===== src/rtl/fsm_cmd_tx.sv =====
// fsm_cmd_tx: frames one host request into an FSM_CMD header plus the opcode's payload words.
// Latency: every word (header or payload) appears on cmd_data one cycle after it is accepted.
// Backpressure: req_ready only in IDLE, pay_ready only in PAY; receivers never stall the bus.
// FSM_CMD_TX_STATS_EN adds frame_cnt/err_cnt outputs.
module fsm_cmd_tx #(
    parameter int GAP_CYCLES = 0,
    parameter int SET_WORDS  = 56,
    parameter int FREQ_WORDS = 6
) (
    input  logic        clk147,
    input  logic        rst_n,
    input  logic        req_valid,
    output logic        req_ready,
    input  logic [3:0]  req_op,
    input  logic [7:0]  req_voices,
    input  logic        pay_valid,
    output logic        pay_ready,
    input  logic [31:0] pay_data,
    output logic [31:0] cmd_data,
    output logic        cmd_data_valid,
    output logic        busy,
`ifdef FSM_CMD_TX_STATS_EN
    output logic [15:0] frame_cnt,
    output logic [7:0]  err_cnt,
`endif
    output logic        err_op
);
    localparam logic [3:0] OP_SET  = 4'd1;
    localparam logic [3:0] OP_FREQ = 4'd3;
    localparam int GW = (GAP_CYCLES > 0) ? $clog2(GAP_CYCLES + 1) : 1;
    localparam logic [5:0]    SET_LEN  = 6'(SET_WORDS);
    localparam logic [5:0]    FREQ_LEN = 6'(FREQ_WORDS);
    // Loaded one short: the cycle that sees zero is itself the last idle cycle.
    localparam logic [GW-1:0] GAP_LOAD = GW'((GAP_CYCLES > 0) ? GAP_CYCLES - 1 : 0);

    typedef enum logic [1:0] {IDLE, PAY, GAP} state_t;

    state_t        state, state_d, after_frame;
    logic [5:0]    remaining, remaining_d;
    logic [GW-1:0] gap_cnt, gap_cnt_d;
    logic [31:0]   cmd_data_d;
    logic          cmd_data_valid_d;
    logic          err_op_d;
    logic          req_fire, pay_fire, op_legal;

    assign req_ready   = (state == IDLE);
    assign pay_ready   = (state == PAY);
    assign busy        = (state != IDLE);
    assign req_fire    = req_valid & req_ready;
    assign pay_fire    = pay_valid & pay_ready;
    assign op_legal    = (req_op <= OP_FREQ);
    assign after_frame = (GAP_CYCLES > 0) ? GAP : IDLE;

    always_comb begin
        state_d          = state;
        remaining_d      = remaining;
        gap_cnt_d        = gap_cnt;
        cmd_data_d       = cmd_data;
        cmd_data_valid_d = 1'b0;
        err_op_d         = 1'b0;
        case (state)
            IDLE: begin
                if (req_fire) begin
                    if (op_legal) begin
                        cmd_data_d       = {req_op, req_voices, 20'h0};
                        cmd_data_valid_d = 1'b1;
                        case (req_op)
                            OP_SET: begin
                                remaining_d = SET_LEN;
                                state_d     = PAY;
                            end
                            OP_FREQ: begin
                                remaining_d = FREQ_LEN;
                                state_d     = PAY;
                            end
                            default: begin
                                state_d   = after_frame;
                                gap_cnt_d = GAP_LOAD;
                            end
                        endcase
                    end else begin
                        err_op_d = 1'b1;
                    end
                end
            end
            PAY: begin
                if (pay_fire) begin
                    cmd_data_d       = pay_data;
                    cmd_data_valid_d = 1'b1;
                    remaining_d      = remaining - 6'd1;
                    if (remaining == 6'd1) begin
                        state_d   = after_frame;
                        gap_cnt_d = GAP_LOAD;
                    end
                end
            end
            GAP: begin
                if (gap_cnt == '0) begin
                    state_d = IDLE;
                end else begin
                    gap_cnt_d = gap_cnt - GW'(1);
                end
            end
            default: state_d = IDLE;
        endcase
    end

    always_ff @(posedge clk147 or negedge rst_n) begin
        if (!rst_n) begin
            state          <= IDLE;
            remaining      <= '0;
            gap_cnt        <= '0;
            cmd_data       <= '0;
            cmd_data_valid <= 1'b0;
            err_op         <= 1'b0;
        end else begin
            state          <= state_d;
            remaining      <= remaining_d;
            gap_cnt        <= gap_cnt_d;
            cmd_data       <= cmd_data_d;
            cmd_data_valid <= cmd_data_valid_d;
            err_op         <= err_op_d;
        end
    end

`ifdef FSM_CMD_TX_STATS_EN
    // A word that leaves the FSM outside PAY is the last word of its frame.
    always_ff @(posedge clk147 or negedge rst_n) begin
        if (!rst_n) begin
            frame_cnt <= '0;
            err_cnt   <= '0;
        end else begin
            if (cmd_data_valid_d && (state_d != PAY)) begin
                frame_cnt <= frame_cnt + 16'd1;
            end
            if (err_op_d && (err_cnt != 8'hFF)) begin
                err_cnt <= err_cnt + 8'd1;
            end
        end
    end
`endif
endmodule


===== config.mk =====
export PLATFORM = sky130hd
export DESIGN_NAME = fsm_cmd_tx
export DESIGN_NICKNAME = d
export VERILOG_FILES = /design/src/rtl/fsm_cmd_tx.sv
export SDC_FILE = /design/constraint.sdc
export NUM_CORES = 1
export LEC_CHECK = 0
export CAP_MARGIN = 20
export CORE_MARGIN = 5
export CORE_UTILIZATION = 43
export DETAILED_ROUTE_END_ITERATION = 16
export MAX_ROUTING_LAYER = met4
export PLACE_DENSITY = 0.84
export SYNTH_ARGS = -nofsm -noshare
export SYNTH_HDL_FRONTEND = slang
export SYNTH_SLANG_ARGS = --single-unit
export TNS_END_PERCENT = 1

===== constraint.sdc =====
create_clock -name clk147 -period 3.9 [get_ports clk147]
set_clock_uncertainty 0.15 [all_clocks]
set_input_delay 0.78 -clock clk147 [delete_from_list [all_inputs] [get_ports clk147]]
set_output_delay 0.78 -clock clk147 [all_outputs]
set_load 0.02 [all_outputs]

==> flow_summary.yaml, run 1 <==
placement:
  placedCellCount: 275
  portBuffers: 84
  place_area_um2: 2620
  hpwl_um: 3100
  gp_congestion: 0.893
  dp_worst_setup_slack_ps: 1060
routing:
  drc_errors: 0
  wl_um: 4320
  drtPass1Iterations: 4
  num_vias: 1468
  vias_per_cell: 5.21
  post_drt_wl_per_cell_um: 15.3
  ant_nets: 0
  drt_iter0_markers: 176
logic_synthesis:
  syn_avg_cell_area_um2: 11.8
  synth_nets: 200
  ys_seq_elements: 41
  synth_area_um2: 1770
  synth_cell_types: 28
  ys_warn_count: 0
  synthCells: 150
  synth.yosys.seq_area_share_pct: 57.9
flow_run:
  drv_cap: 0
clock_tree:
  cts_setup_buffers: 0
  cts_tree: "built"
  clkSinkCount: 41
  numCtsBuffers: 5
  cts_hold_buf: 0
  htree_levels: 2
  clockBufferDepth: 2
  clkLatencyLatePin_ps: 280
  cts-root-buf: "clkbuf_8"
  cts_resized: 0
  cts.clk_slew.worst_paths_ps: 70
power_and_ir_drop:
  combinationalPowerShare_pct: 51.2
  powerDensity_nw_per_um2: 767
  p_switching_uw: 796
  swShare_pct: 38.3
  power_frac_seq_pct: 35.6
  ir_worst_vdd_mv: 0.484
  p_clk_share_pct: 13.2
  p_int_uw: 1290
  p_leak_uw: 0.00121
timing:
  fmax_ghz: 0.396
  period_needed_ps: 2530
  max_slew.worst_pin.slew_ps: 893
  setup-tns-final_ps: 0
  slew_headroom_pct: 40.5
  fin_hold_ws_ps: 335
  fin_crit_sh_pct: 64.8
  maxSlewViolCount: 0
  setup_viol: 0
  rsz0062_at_grt: "no"
  hold_viol: 0
  setup_slack_ps: 1370
worst_setup_path:
  r2r-start: "state[0]"
  crit_fanout: 20
  crit_arrival_ps: 1600
  crit_path_start_kind: "flop"
  cp-end-kind: "output pin"
  worstReg2RegEnd: "cmd_data[24]"
  worst-r2r-setup-slack_ps: 1860
  crit_type: "flop to output pin"
  cp.required_ps: 2970
  worst_r2r_path_depth: 4
global_route:
  track_usage_pct: 16.4
  grt_pass1_vias: 1441
  grt_max_degree: 44
  grt-ovfl-total: 0
  grt_pass1_wl_um: 6800
  grt_antenna_before_repair: 0
run_status:
  outcome: "complete, no violations"
final_layout:
  final_common_cell: "clkdlybuf4s50_1"
  drive_gt1_share_pct: 6.03
  fin_cells: 282
  num-nets-final: 282
  fin_area_um2: 2710
  final_cell_mix: "clkdlybuf4s50_1 (83), dfrtp_1 (41), a22o_1 (22)"
  area_growth_pct: 53.2
  n_antenna_cell: 0
floorplanning:
  initial_utilization_pct: 44.3
  die_w_um: 74.2
  rows: 23
  die_h_um: 74.2
  core_um2: 4000
  die_area_um2: 5500
  ios: 85
hold_path:
  holdPathStages: 2
  worstHoldEndpoint: "cmd_data[28]"
  hold_path_class: "flop to flop"
  min-delay-start: "cmd_data[28]"
==> critical path, cell delays in order, from the launching register on <==
cell	delay, ps
dfrtp_1	360
buf_4	290
clkdlybuf4s50_1	660
==> flip-flops by register name, indices dropped and copies added (netlist names) <==
register        cells
cmd_data_valid      1
err_op              1
remaining           6
state               1
cmd_data           32
==> area by class of cell <==
type / count / area [um^2]
inverter: 6 / 22.5
clock buffer: 6 / 82.6
multi-input combinational: 92 / 662
sequential: 41 / 1030
timing repair buffer: 86 / 851
clock inverter: 1 / 7.51
fill: 321 / 1290
tap: 50 / 62.6
==> routing by layer <==
layer | vias up | share of wire, % | routed length, um | GRT usage [%]
met5 | - | 0 | 0 | -
met4 | 0 | 0.76 | 33 | 4.43
met3 | 5 | 7.8 | 338 | 4.73
met2 | 56 | 49 | 2110 | 26.6
met1 | 699 | 42 | 1830 | 20.1
li1 | 708 | - | - | -
==> worst max-delay path by stage <==
stage / to / cells past startpoint / slack [ps] / startpoint
after global routing: cmd_data[23] / 4 / 1240 / pay_valid
after global placement: cmd_data[27] / 4 / 1150 / pay_valid
after detailed placement: cmd_data[24] / 4 / 1060 / pay_valid
after CTS: pay_ready / 2 / 1340 / state[0]
after floorplan: cmd_data[10] / 6 / 1930 / pay_valid
final: busy / 2 / 1370 / state[0]
==> synth_stat cells <==
cell type	number	area, um^2
dfrtp_1	41	1030
a22o_1	22	193
nand2_1	14	52.6
mux2i_1	12	120
o21ai_0	11	55.1
buf_2	7	35.0
inv_1	6	22.5
a21oi_1	4	20.0
nand3_1	4	20.0
a211oi_1	3	22.5
nor2_1	3	11.3
o21ai_1	3	15.0
clkbuf_1	2	7.51
ha_1	2	25.0
nor3_1	2	10.0
nor4_1	2	12.5
a221oi_2	1	15.0
a32o_1	1	10.0
and2_1	1	6.26
and3_1	1	6.26
buf_4	1	7.51
buf_6	1	11.3
nor2_4	1	11.3
nor4b_4	1	23.8
o211a_1	1	10.0
o22ai_1	1	6.26
o31ai_1	1	7.51
or2_4	1	8.76
==> logic make-up after synthesis <==
| group | count (synthesis) | synth area share (%) |
|---|---|---|
| AO/OA/AOI/OAI | 48 | 20.0 |
| buffers and inverters | 17 | 4.73 |
| flip-flops | 41 | 57.9 |
| AND/OR/NAND/NOR | 30 | 9.18 |
| adder cells (fa/ha/maj) | 2 | 1.41 |
| multiplexers | 12 | 6.78 |
==> power groups by stage <==
stage | registers [uW] | clock network, uW | logic, uW
finish | 742 | 274 | 1070
detailed placement | 743 | 0 | 1070
floorplan | 932 | 0 | 412
global route | 768 | 301 | 1140
global placement | 743 | 0 | 1050
CTS | 739 | 283 | 1080
==> stage by stage <==
step | power [uW] | util, %
after detailed placement | 1820 | 65.6
final | 2080 | 67.8
after CTS | 2100 | 67.8
after floorplan | 1340 | -
after global placement | 1800 | 65.6
after global routing | 2210 | 67.8
No activity file was read; power rests on OpenSTA's default activity.
==> run 2, diff against run 1 <==
--- a/config.mk
+++ b/config.mk
@@ -7,10 +7,10 @@
 export LEC_CHECK = 0
 export CAP_MARGIN = 20
 export CORE_MARGIN = 5
-export CORE_UTILIZATION = 43
+export CORE_UTILIZATION = 40
 export DETAILED_ROUTE_END_ITERATION = 16
 export MAX_ROUTING_LAYER = met4
-export PLACE_DENSITY = 0.84
+export PLACE_DENSITY = 0.79
 export SYNTH_ARGS = -nofsm -noshare
 export SYNTH_HDL_FRONTEND = slang
 export SYNTH_SLANG_ARGS = --single-unit
==> constraint.sdc (replaced) <==
create_clock -name clk147 -period 2.65 [get_ports clk147]
set_clock_uncertainty 0.15 [all_clocks]
set_input_delay 0.53 -clock clk147 [delete_from_list [all_inputs] [get_ports clk147]]
set_output_delay 0.53 -clock clk147 [all_outputs]
set_load 0.02 [all_outputs]
==> flow_summary.yaml, run 2 (synthesis gave the netlist of run 1 again) <==
run_status:
  outcome: "complete, no violations"
flow_run:
  drv_cap: 0
floorplanning:
  initial_utilization_pct: 41.0
  die_h_um: 76.6
  ios: 85
  core_um2: 4320
  die_w_um: 76.6
  die_area_um2: 5860
  rows: 24
worst_setup_path:
  worst_r2r_path_depth: 5
  crit_arrival_ps: 1490
  worstReg2RegEnd: "remaining[2]"
  crit_fanout: 5
  crit_type: "flop to output pin"
  crit_path_start_kind: "flop"
  worst-r2r-setup-slack_ps: 750
  cp-end-kind: "output pin"
  r2r-start: "state[0]"
  cp.required_ps: 1970
final_layout:
  final_cell_mix: "clkdlybuf4s50_1 (83), dfrtp_1 (41), a22o_1 (22)"
  fin_util_pct: 63.5
  final_common_cell: "clkdlybuf4s50_1"
  largest_reg_flops: 32
  n_antenna_cell: 0
  drive_gt1_share_pct: 7.63
  num-nets-final: 286
  fin_area_um2: 2750
  top_register: "cmd_data"
  reg_top3: "cmd_data: 32 flops, remaining: 6 flops"
  area_growth_pct: 55.0
power_and_ir_drop:
  p_int_uw: 1910
  ir_worst_vdd_mv: 0.492
  combinationalPowerShare_pct: 51.5
  powerDensity_nw_per_um2: 1130
  p_clk_share_pct: 13.2
  p_switching_uw: 1190
  swShare_pct: 38.3
  total_power_uw: 3090
  p_leak_uw: 0.00123
  power_frac_seq_pct: 35.3
global_route:
  grt_max_degree: 42
  grt_pass1_vias: 1520
  track_usage_pct: 16.3
  grt_pass1_wl_um: 7530
  grt_antenna_before_repair: 0
  grt-ovfl-total: 0
routing:
  wl_um: 4430
  drc_errors: 0
  drtPass1Iterations: 4
  num_vias: 1475
  post_drt_wl_per_cell_um: 15.4
  vias_per_cell: 5.12
  drt_iter0_markers: 106
  ant_nets: 0
clock_tree:
  htree_levels: 2
  cts_setup_buffers: 0
  clockBufferDepth: 2
  cts_resized: 0
  clkLatencyLatePin_ps: 280
  numCtsBuffers: 5
  cts_hold_buf: 0
  clkSinkCount: 41
  cts.clk_slew.worst_paths_ps: 70
  cts-root-buf: "clkbuf_8"
  cts_tree: "built"
timing:
  hold_viol: 0
  fin_crit_sh_pct: 81.7
  setup_viol: 0
  maxSlewViolCount: 0
  fmax_ghz: 0.462
  setup-tns-final_ps: 0
  period_needed_ps: 2170
  rsz0062_at_grt: "no"
  slew_headroom_pct: 39.1
  max_slew.worst_pin.slew_ps: 914
placement:
  place_area_um2: 2660
  gp_congestion: 0.784
  hpwl_um: 3290
  portBuffers: 84
hold_path:
  hold_path_class: "input pin to async pin"
-- run 2: cell count changes in the layout (fill, tap and decap cells not counted) --
cell   change
buf_4      +4
-- run 2: area by class of cell --
type / instances / area [um^2]
clock inverters: 1 / 7.51
fillers: 365 / 1580
clock buffers: 6 / 82.6
multi-input cells: 92 / 662
flip-flops and latches: 41 / 1030
inverters: 6 / 22.5
repair buffers: 90 / 881
well taps: 52 / 65.1
-- run 2: per-layer routing --
layer	global-route usage, %	wire length, um	vias to the layer above	share of wire, %
met5	-	0	-	0
met4	3.67	31	0	0.70
met3	5.79	334	6	7.5
met2	25.5	2220	61	50
met1	20.3	1840	697	42
li1	-	-	711	-
-- run 2: metrics by stage --
stage                     setup WS, ps  std cells  hold slack [ps]
after global placement             438        281              311
after detailed placement           423        281              319
after global routing               413        288              324
after CTS                          468        288              256
final                              485        288              230
after floorplan                    888        150             84.4
-- run 2: how the worst max path moves through the flow --
stage               depth (start not counted)      start           end  slack (ps)
detailed placement                          5  req_op[3]  remaining[2]         420
global route                                2   state[0]     req_ready         410
global placement                            5  req_op[3]  remaining[2]         440
CTS                                         2   state[0]     req_ready         470
floorplan                                   5   state[0]  remaining[2]         890
finish                                      2   state[0]     req_ready         480
-- run 2: critical path, cell delays in order (launching register included) --
cell	delay (ps)
dfrtp_1	410
inv_1	160
clkdlybuf4s50_1	640
-- run 2: power groups by stage --
stage	Combinational (uW)	Sequential (uW)	Clock, uW
6_report	1590	1090	409
5_1_grt	1720	1140	447
4_1_cts	1620	1090	424
3_5_place_dp	1620	1100	0
3_3_place_gp	1580	1100	0
2_1_floorplan	606	1370	0
==> run 3, diff against run 2 <==
==> constraint.sdc (replaced) <==
create_clock -name clk147 -period 2 [get_ports clk147]
set_clock_uncertainty 0.15 [all_clocks]
set_input_delay 0.4 -clock clk147 [delete_from_list [all_inputs] [get_ports clk147]]
set_output_delay 0.4 -clock clk147 [all_outputs]
set_load 0.02 [all_outputs]
==> flow_summary.yaml, run 3 (synthesis gave the netlist of run 1 again) <==
run_status:
  outcome: "complete, no violations"
clock_tree:
  clkLatencyLatePin_ps: 290
  clockBufferDepth: 2
  cts_hold_buf: 0
  cts_tree: "built"
  cts.clk_slew.worst_paths_ps: 80
  cts_setup_buffers: 0
  numCtsBuffers: 5
  clkSinkCount: 41
  htree_levels: 2
  cts-root-buf: "clkbuf_8"
routing:
  ant_nets: 0
  drtPass1Iterations: 4
  drt_iter0_markers: 165
  drc_errors: 0
  wl_um: 4660
  vias_per_cell: 5.15
  num_vias: 1499
  post_drt_wl_per_cell_um: 16.0
worst_setup_path:
  crit_fanout: 7
  crit_arrival_ps: 1390
  cp.required_ps: 1450
  max_stage_delay_ps: 630
  worstPathCellList: "clkdlybuf4s50_1"
  worst-r2r-setup-slack_ps: 150
  crit_path_start_kind: "flop"
  cp-end-kind: "output pin"
  worst-path-buf-inv: 1
  crit_type: "flop to output pin"
  cp_slowest_cell: "clkdlybuf4s50_1"
  critical_path.top_delay_family: "buffers and inverters"
final_layout:
  regArea_um2: 1030
  top_register: "cmd_data"
  num-nets-final: 288
  reg_top3: "cmd_data: 32 flops, remaining: 6 flops"
  fin_cells: 291
  fillCellCount: 366
  final_common_cell: "clkdlybuf4s50_1"
  n_antenna_cell: 0
  drive_gt1_share_pct: 9.21
  largest_reg_flops: 32
  final_cell_mix: "clkdlybuf4s50_1 (81), dfrtp_1 (40), a22o_1 (22)"
  multi_input_area_um2: 668
  fin_area_um2: 2760
  area_growth_pct: 55.7
placement:
  dp_worst_setup_slack_ps: -283
  hpwl_um: 3300
  place_area_um2: 2660
  placedCellCount: 282
  portBuffers: 84
  gp_congestion: 0.777
floorplanning:
  die_area_um2: 5860
  rows: 24
  die_w_um: 76.6
  die_h_um: 76.6
  ios: 85
  core_um2: 4320
  initial_utilization_pct: 41.0
global_route:
  grt-ovfl-total: 0
  met1_usage_pct: 20.7
  grt_max_degree: 44
  use_met2_pct: 24.9
  grt_pass1_vias: 1514
  met3_usage_pct: 5.79
  grt_busiest_layer: "met2"
  track_usage_pct: 16.4
  grt_antenna_before_repair: 0
  grt_pass1_wl_um: 7490
timing:
  slew_headroom_pct: 40.7
  maxSlewViolCount: 0
  period_needed_ps: 1940
  rsz0062_at_grt: "no"
  fmax_ghz: 0.516
  setup_viol: 0
  setup-tns-final_ps: 0
  max_slew.worst_pin.slew_ps: 889
  fin_crit_sh_pct: 96.8
  fin_hold_ws_ps: 7.27
  setup_slack_ps: 63.9
  hold_viol: 0
power_and_ir_drop:
  p_leak_uw: 0.00125
  ir_worst_vdd_mv: 0.672
  powerDensity_nw_per_um2: 1490
flow_run:
  drv_cap: 0
hold_path:
  hold_path_class: "input pin to async pin"
run 3: changes by cell type in the layout (fill, tap and decap cells not counted):
| cell | delta |
|---|---|
| clkinv_2 | +2 |
| clkbuf_8 | -1 |
| dlymetal6s2s_1 | +1 |
| dfrtp_1 | -1 |
| nor2_2 | +1 |
| dfrtp_2 | +1 |
| clkdlybuf4s50_1 | -2 |
| buf_4 | +1 |
| dlygate4sd2_1 | +1 |
run 3: final timing paths:
kind	from	end	depth (start not counted)
worst max-delay path	state[0]	pay_ready	1
max in group asynchronous	rst_n	state[0]	2
worst min-delay path	rst_n	cmd_data[28]	2
worst max register to register	state[0]	cmd_data[17]	3
worst min register to register	cmd_data[20]	cmd_data[20]	2
min in group clk147	cmd_data[20]	cmd_data[20]	2
run 3: final cells by class:
cell class	count	area share [%]
clock inverter	3	0.635
multi-input combinational	93	24.2
inverter	6	0.816
clock buffer	5	2.49
timing repair buffer	91	32.2
tap	52	2.36
sequential	41	37.2
run 3: timing repair:
item                       in CTS  in global routing
setup endpoints to repair       3                  9
pin swaps                       0                  1
resized for setup               2                  1
cloned                          0                  1
run 3: worst reg2reg max path: stages, from the launching register on:
cell and delay (ps):
dfrtp_2 480, and2_1 220, nor2_2 700, a22o_1 240
run 3: metal layers:
metal | routed length (um) | vias up
li1 | - | 720
met1 | 2030 | 711
met3 | 364 | 5
met4 | 44 | 0
met2 | 2220 | 63
met5 | 0 | -
run 3: metrics by stage:
| step | utilization [%] | power, uW |
|---|---|---|
| CTS | 63.6 | 4140 |
| global route | 63.8 | 4390 |
| floorplan | - | 2620 |
| finish | 63.8 | 4110 |
| detailed placement | 61.6 | 3600 |
| global placement | 61.6 | 3550 |
run 3: report_power, final:
group          leakage (uW)  internal (uW)  switching (uW)
combinational      0.000701           1050            1060
clock             0.0000439            241             295
sequential         0.000504           1200             267
